### config.mk
export PLATFORM = sky130hd
export DESIGN_NAME = crc_stream_engine
export DESIGN_NICKNAME = d
export VERILOG_FILES = /design/src/rtl/crc_stream_engine.sv
export SDC_FILE = /design/constraint.sdc
export NUM_CORES = 1
export LEC_CHECK = 0
export ABC_AREA = 1
export CAP_MARGIN = 20
export CELL_PAD_IN_SITES_DETAIL_PLACEMENT = 1
export CELL_PAD_IN_SITES_GLOBAL_PLACEMENT = 1
export CORE_UTILIZATION = 30
export CTS_CLUSTER_DIAMETER = 60
export CTS_CLUSTER_SIZE = 40
export DETAILED_ROUTE_END_ITERATION = 6
export GPL_TIMING_DRIVEN = 0
export MAX_ROUTING_LAYER = met4
export PLACE_DENSITY = 0.72
export SLEW_MARGIN = 5
export SYNTH_ARGS = -nofsm -noshare
export SYNTH_HDL_FRONTEND = slang
export SYNTH_SLANG_ARGS = --single-unit
### constraint.sdc
create_clock -name clk -period 1.44 [get_ports clk]
set_input_delay 0.216 -clock clk [delete_from_list [all_inputs] [get_ports clk]]
set_output_delay 0.216 -clock clk [all_outputs]
set_load 0.02 [all_outputs]
### src/rtl/crc_stream_engine.sv
// Bit-serial streaming CRC generator/checker: folds DATA_W-bit words MSB first into a CRC_W remainder.
// Latency: last word accepted at edge T -> crc_valid pulses in the cycle after edge T+DATA_W-1.
// Backpressure: in_ready drops for DATA_W-1 cycles after every accept while the word is shifted in.
module crc_stream_engine #(
  parameter int                CRC_W   = 8,
  parameter int                DATA_W  = 8,
  parameter logic [CRC_W-1:0]  POLY    = CRC_W'(8'h07),
  parameter logic [CRC_W-1:0]  INIT    = '0,
  parameter logic [CRC_W-1:0]  XOR_OUT = '0,
  parameter logic [CRC_W-1:0]  RESIDUE = '0
) (
  input  logic              clk,
  input  logic              rst_n,
  input  logic              clr,
  input  logic [DATA_W-1:0] in_data,
  input  logic              in_valid,
  input  logic              in_last,
  output logic              in_ready,
  output logic              busy,
  output logic [CRC_W-1:0]  crc_out,
  output logic              crc_ok,
  output logic              crc_valid
);

  // The counter only ever holds DATA_W-1 down to 0; keep it at least one bit wide
  // so the DATA_W = 1 build still elaborates.
  localparam int CNT_W = (DATA_W > 1) ? $clog2(DATA_W) : 1;

  typedef enum logic [1:0] {
    IDLE  = 2'd0,
    SHIFT = 2'd1,
    GAP   = 2'd2
  } state_t;

  state_t             state, state_d;
  logic [CRC_W-1:0]   rem, rem_d;
  logic [CRC_W-1:0]   rem_fold;
  logic [DATA_W-1:0]  sreg, sreg_d;
  logic [CNT_W-1:0]   cnt, cnt_d;
  logic               last_q, last_d;
  logic               fold;
  logic               fold_bit;
  logic               fin;

  // One non-reflected CRC bit step.
  function automatic logic [CRC_W-1:0] crc_step(input logic [CRC_W-1:0] r, input logic b);
    logic fb;
    fb = r[CRC_W-1] ^ b;
    return {r[CRC_W-2:0], 1'b0} ^ (fb ? POLY : '0);
  endfunction

  // A word can only be taken while no earlier word is still being shifted in.
  assign in_ready = (state != SHIFT);
  assign busy     = (state != IDLE);

  // Next-state logic: pick the bit to fold this edge and detect the frame-end edge.
  always_comb begin
    state_d  = state;
    rem_d    = rem;
    sreg_d   = sreg;
    cnt_d    = cnt;
    last_d   = last_q;
    fold     = 1'b0;
    fold_bit = 1'b0;
    fin      = 1'b0;
    rem_fold = rem;

    if (clr) begin
      // Abort wins over any word presented in the same cycle.
      state_d = IDLE;
      sreg_d  = '0;
      cnt_d   = '0;
      last_d  = 1'b0;
    end else begin
      case (state)
        IDLE, GAP: begin
          if (in_valid) begin
            // The MSB is folded on the accept edge itself; the rest go to the shifter.
            fold     = 1'b1;
            fold_bit = in_data[DATA_W-1];
            if (DATA_W == 1) begin
              fin     = in_last;
              state_d = in_last ? IDLE : GAP;
            end else begin
              sreg_d  = in_data << 1;
              cnt_d   = CNT_W'(DATA_W - 1);
              last_d  = in_last;
              state_d = SHIFT;
            end
          end
        end
        SHIFT: begin
          fold     = 1'b1;
          fold_bit = sreg[DATA_W-1];
          sreg_d   = sreg << 1;
          cnt_d    = cnt - CNT_W'(1);
          if (cnt == CNT_W'(1)) begin
            // Final bit of this word: either the frame closes or we wait for more.
            fin     = last_q;
            state_d = last_q ? IDLE : GAP;
          end
        end
        default: state_d = IDLE;
      endcase
    end

    rem_fold = crc_step(rem, fold_bit);

    if (clr) begin
      rem_d = INIT;
    end else if (fold) begin
      // Frame end re-arms the remainder so the next frame starts clean.
      rem_d = fin ? INIT : rem_fold;
    end
  end

  // Frame state, remainder and shifter registers.
  always_ff @(posedge clk or negedge rst_n) begin
    if (!rst_n) begin
      state  <= IDLE;
      rem    <= INIT;
      sreg   <= '0;
      cnt    <= '0;
      last_q <= 1'b0;
    end else begin
      state  <= state_d;
      rem    <= rem_d;
      sreg   <= sreg_d;
      cnt    <= cnt_d;
      last_q <= last_d;
    end
  end

  // Result registers: loaded only at frame end and held otherwise (clr leaves them alone).
  always_ff @(posedge clk or negedge rst_n) begin
    if (!rst_n) begin
      crc_out   <= '0;
      crc_ok    <= 1'b0;
      crc_valid <= 1'b0;
    end else begin
      crc_valid <= fin;
      if (fin) begin
        crc_out <= rem_fold ^ XOR_OUT;
        crc_ok  <= (rem_fold == RESIDUE);
      end
    end
  end

endmodule

# ---- After elaboration in Yosys (flattened, before gate mapping)
# Cells that the tools add are included.
dict set report totals {
  in_bits 13
  ff_bits 32
}
dict set report classes {
  n_bitwise 2
  muxes 27
  n_eq_ne 6
  n_reduce_logical 11
  addsub 1
}
# cell n
set op_table {}
lappend op_table {{$mux W8} 5}
lappend op_table {{$pmux W8 S2} 1}
lappend op_table {{$mux W1} 10}
lappend op_table {{$mux W3} 3}
lappend op_table {{$logic_not A8 Y1} 1}
lappend op_table {{$mux W2} 4}
lappend op_table {{$reduce_bool A2 Y1} 4}
lappend op_table {{$xor A8 B3 Y8} 1}
lappend op_table {{$ne A3 B3 Y1 const B} 2}
lappend op_table {{$pmux W3 S2} 1}
lappend op_table {{$reduce_and A2 Y1} 3}
lappend op_table {{$pmux W1 S2} 2}
lappend op_table {{$pmux W2 S2} 1}
lappend op_table {{$eq A3 B1 Y1 const B} 1}
lappend op_table {{$reduce_bool A3 Y1} 1}
lappend op_table {{$sub A3 B1 Y3 const B} 1}
lappend op_table {{$eq A2 B1 Y1 const B} 1}
lappend op_table {{$eq A2 B2 Y1 const B} 1}
lappend op_table {{$logic_not A2 Y1} 1}
lappend op_table {{$ne A2 B1 Y1 const B} 1}
lappend op_table {{$reduce_or A2 Y1} 1}
lappend op_table {{$xor A1 B1 Y1} 1}

# ---- Logic depth before layout (Yosys ltp)
dict set report logic_depth {
  ltp_word 10
  depth_mapped 9
  depth_no_buf 9
}

# ---- Least setup slack after synthesis
# Ideal clock, no wire load.
dict set report synth_path {
  path_type {reg2reg}
  start {register state[0]}
  end {register rem[1]}
  path_stages_with_launch 8
  path_buffers 0
  path_slack_ps 197
  arrival_ps 1178
  t_required_ps 1375
  cell_sequence {dfrtp_1 > nor2_1 > nand2_1 > nand2_4 > nand2_4 > clkinv_2 > nand3_1 > nand2_1}
}
dict set report synth_via {
  elab_chain_len 10
  word_cells_on_any_way 17
  classes_between {eq/ne: 2; mux: 10; bitwise: 2; reduce/logical: 3}
}
# element line_no
set synth_rtl {}
lappend synth_rtl {{start: declaration} 35} ;# state_t state, state_d;
lappend synth_rtl {{start signal: assignment} 126} ;# state <= state_d;
lappend synth_rtl {{$eq A2 B2 Y1 / $logic_not A2 Y1 (equally long branches)} 75} ;# case (state)
lappend synth_rtl {{$reduce_or A2 Y1} 75}
lappend synth_rtl {{$pmux W1 S2} 75}
lappend synth_rtl {{$mux W1} 68} ;# if (clr) begin
lappend synth_rtl {{$xor A1 B1 Y1} 48} ;# fb = r[CRC_W-1] ^ b;
lappend synth_rtl {{$mux W3} 49} ;# return {r[CRC_W-2:0], 1'b0} ^ (fb ? POLY : '0);
lappend synth_rtl {{$xor A8 B3 Y8} 49}
lappend synth_rtl {{$mux W8} 113} ;# rem_d = fin ? INIT : rem_fold;
lappend synth_rtl {{$mux W8} 111} ;# end else if (fold) begin
lappend synth_rtl {{$mux W8} 109} ;# if (clr) begin
lappend synth_rtl {{end signal: assignment} 127} ;# rem <= rem_d;
lappend synth_rtl {{end: declaration} 36} ;# logic [CRC_W-1:0] rem, rem_d;
# Parallel ways exist; a longest one is shown, timed or not. The select of a mux whose other input is x is not followed.
# A chain may end at the register's enable or synchronous reset.

# ---- Final worst setup path
dict set report layout_path {
  start {register state[1]}
  end {output port in_ready}
}
dict set report layout_via {
  elab_chain_len 1
}
# element line_no
set layout_rtl {}
lappend layout_rtl {{$ne A2 B1 Y1} 53} ;# assign in_ready = (state != SHIFT);
lappend layout_rtl {{end: declaration} 18} ;# output logic in_ready,
# Every way passes these cells.

==> impl_results.md <==
* Asr flop ratio synth at 100%
* Synth area leaders: dfrtp_1 (53%), nand2_1 (8.8%), inv_1 (4.6%)
* Internal Pwr Total at 0.00176 W
* Final wirelength at roughly 3700 um
* Fin crit share at a little over nine tenths
* WL per Instance at ~15 um
* Cts hold-fix bufs at 0
* Vias after detailed routing at 1218
* DP HPWL at 2650 um
* All-Layer GR Usage at between 10% and 20%
* # setup viols final at 0
* WHS at -20.0 ps
* Post-synth EDFFs at 0
* Core Region at 4500 um2
* Number of remaining DRC errors at 0
* Cells after Synth at 160
* Most used DFF post-synth: dfrtp_1
* Placed Instances at between 200 and 250
* Rows at 24
* Clk sink count at 31
* CP Launch Type: register
* Fmax at roughly 730 MHz
* Count of cell types in the netlist at 27
* CTS Buffer Depth at 2
* RSZ-0062 raised after global routing: false
* Peak supply drop at between 400 and 500 uV
* Slew @ Worst Pin at 708 ps
* Status: finished, violations left
* Sequential Power Share at ~40%
* Switching share of power at 29.6%
* Iter 0 DRT Violations at 52
* Clock network power share at approximately 36%
* Root buffer cell: clkbuf_8
* I/O pin cnt at 25
* Clk_lat worst skew at 280 ps
* Fin cells at between 200 and 300
* Share of post-route cells with drive strength above 1 at between 20% and 30%
* Final Max Tran Viols at 0
* Largest net degree at the start of global routing at 32
* Die footprint at 5130 um2
* Synth top area share at 53.3%
* Die Height at 71.6 um
* Port Buffers at 24
* CP required at about 1200 ps
* Via/cell ratio at 4.87
* Initial core utilization at 32.3%
* GR Overflow Total at 0
* Final critical-path required period at approximately 1400 ps
* Syn-to-layout area delta at 35.9%
* Setup TNS at 0 ps
* Pwr per Cell Area at roughly 1300 nW/um2
* Switching Power at about 0.00074 W
* Final ANT Viol Nets at 0
* CP Max Fanout at 6
* Synth warn at 0
* Post-synthesis instance area at between 1000 and 1500 um2
* Relative slew slack at a little over half
* Clock Skew at ~2.7 ps
* H-tree depth at 2
* Yosys top cell by area: dfrtp_1
* Fin. Hold Viols at 31
* Max Cap Viol at 0
* First-pass GRT wire length at between 6000 and 7000 um
* Failing checks: negative hold slack
* Placer congestion estimate at ~0.77
* Post-synth top cells: nand2_1 (34), dfrtp_1 (31), inv_1 (18)
* Antenna cell count at 0
* Comb pwr share at between 20% and 30%
* Worst min path class: input port to async pin
* Element type at the critical path end: primary output
* Arrival @ worst endpoint at 1150 ps
* Synthesized Nets at 175
* Number of antenna violations at the first check in global routing at 0
* CTS tree: done
* Most frequent cell after synthesis: nand2_1
* Vias in the first global route at 1300
* Fraction of the yosys area taken by sequential cells at between 50% and 60%
* Pleak at 0.984 nW
* Post-synthesis register bit count at 31
* Worst-path clk slew at approximately 70 ps
* Total CTS buffers at 5
* Finished Core Util at 43.9%
* NumNets Final at approximately 210
* Drt first pass iters at 4
* Critical path type: register to primary output
* Syn Area/Cell at 9.09 um2
* Die W at 71.6 um
layer usage:
metal	part of all wire (%)	up-vias	track usage (%)
met5	0	-	-
met4	1.4	0	5.88
met3	2.3	5	3.52
met2	50	14	26.9
met1	46	601	20.6
li1	-	598	-
worst paths after layout:
kind	startpoint	end	slack, ps	depth (start not counted)
max	state[1]	in_ready	70	4
min in group clk	crc_out[1]	crc_out[1]	480	2
max reg2reg	state[0]	rem[6]	80	7
min reg2reg	crc_out[1]	crc_out[1]	480	2
max in group asynchronous	rst_n	state[0]	970	1
min	rst_n	sreg[3]	-20	1
area by class of cell:
class	count	area [um2]
Fill cell	533	2530
Inverter	24	91.3
Sequential cell	31	777
Tap cell	52	65.1
Buffer	3	37.5
Clock inverter	2	35.0
Timing Repair Buffer	30	288
Multi-Input combinational cell	102	602
Clock buffer	6	82.6
flip-flops by register name, indices dropped and copies added (netlist names):
signal / count
crc_out: 8
rem: 8
sreg: 7
cnt: 3
state: 2
crc_ok: 1
crc_valid: 1
last_q: 1
worst max-delay path, stage by stage, from the launching register on:
cell and delay (ps):
dfrtp_1 370, inv_2 120, nand2_8 100, buf_8 150, buf_6 120
placed cells by master, fill, tap and decap left out, drive strengths merged, types with 2 or more instances in the layout:
| master | instances |
|---|---|
| nand2 | 39 |
| dlygate4sd2 | 11 |
| ha | 2 |
| buf | 11 |
| nor3 | 2 |
| o21ai | 18 |
| a22o | 3 |
| o22ai | 8 |
| clkinv | 2 |
| a31oi | 2 |
| dfrtp | 31 |
| inv | 23 |
| clkbuf | 7 |
| nor2 | 12 |
| nand3 | 11 |
| clkdlybuf4s50 | 10 |
repair_timing:
item / 4_1_cts / 5_1_grt
endpoints found under the hold margin: 0 / 0
buffers inserted: 0 / 6
resized for setup: 22 / 14
pin swaps: 1 / 3
setup endpoints to repair: 17 / 16
power groups by stage:
stage	logic, W	registers, W	clock network [W]
after floorplan	0.000295	0.00105	0
after global placement	0.000511	0.00103	0
after detailed placement	0.000534	0.00103	0
after CTS	0.000521	0.00102	0.000916
after global routing	0.000648	0.00104	0.000948
final	0.000590	0.00102	0.000890
logic make-up after synthesis:
logic type,Yosys count,synth area share (%)
simple gates,65,22.1
flops,31,53.3
fa+ha+maj,2,1.72
compound gates,34,13.9
buf+inv,27,8.34
xor+xnor,1,0.602
metrics by stage:
stage / worst slack, ps / area (um2) / total power (W)
6_report: 71.4 / 1980 / 0.00250
4_1_cts: -4.55 / 1870 / 0.00245
2_1_floorplan: 197 / 1460 / 0.00135
3_3_place_gp: -400 / 1760 / 0.00154
3_5_place_dp: -324 / 1760 / 0.00157
5_1_grt: 13.9 / 1980 / 0.00263
Note: power is estimated with default switching activity, not from simulation.
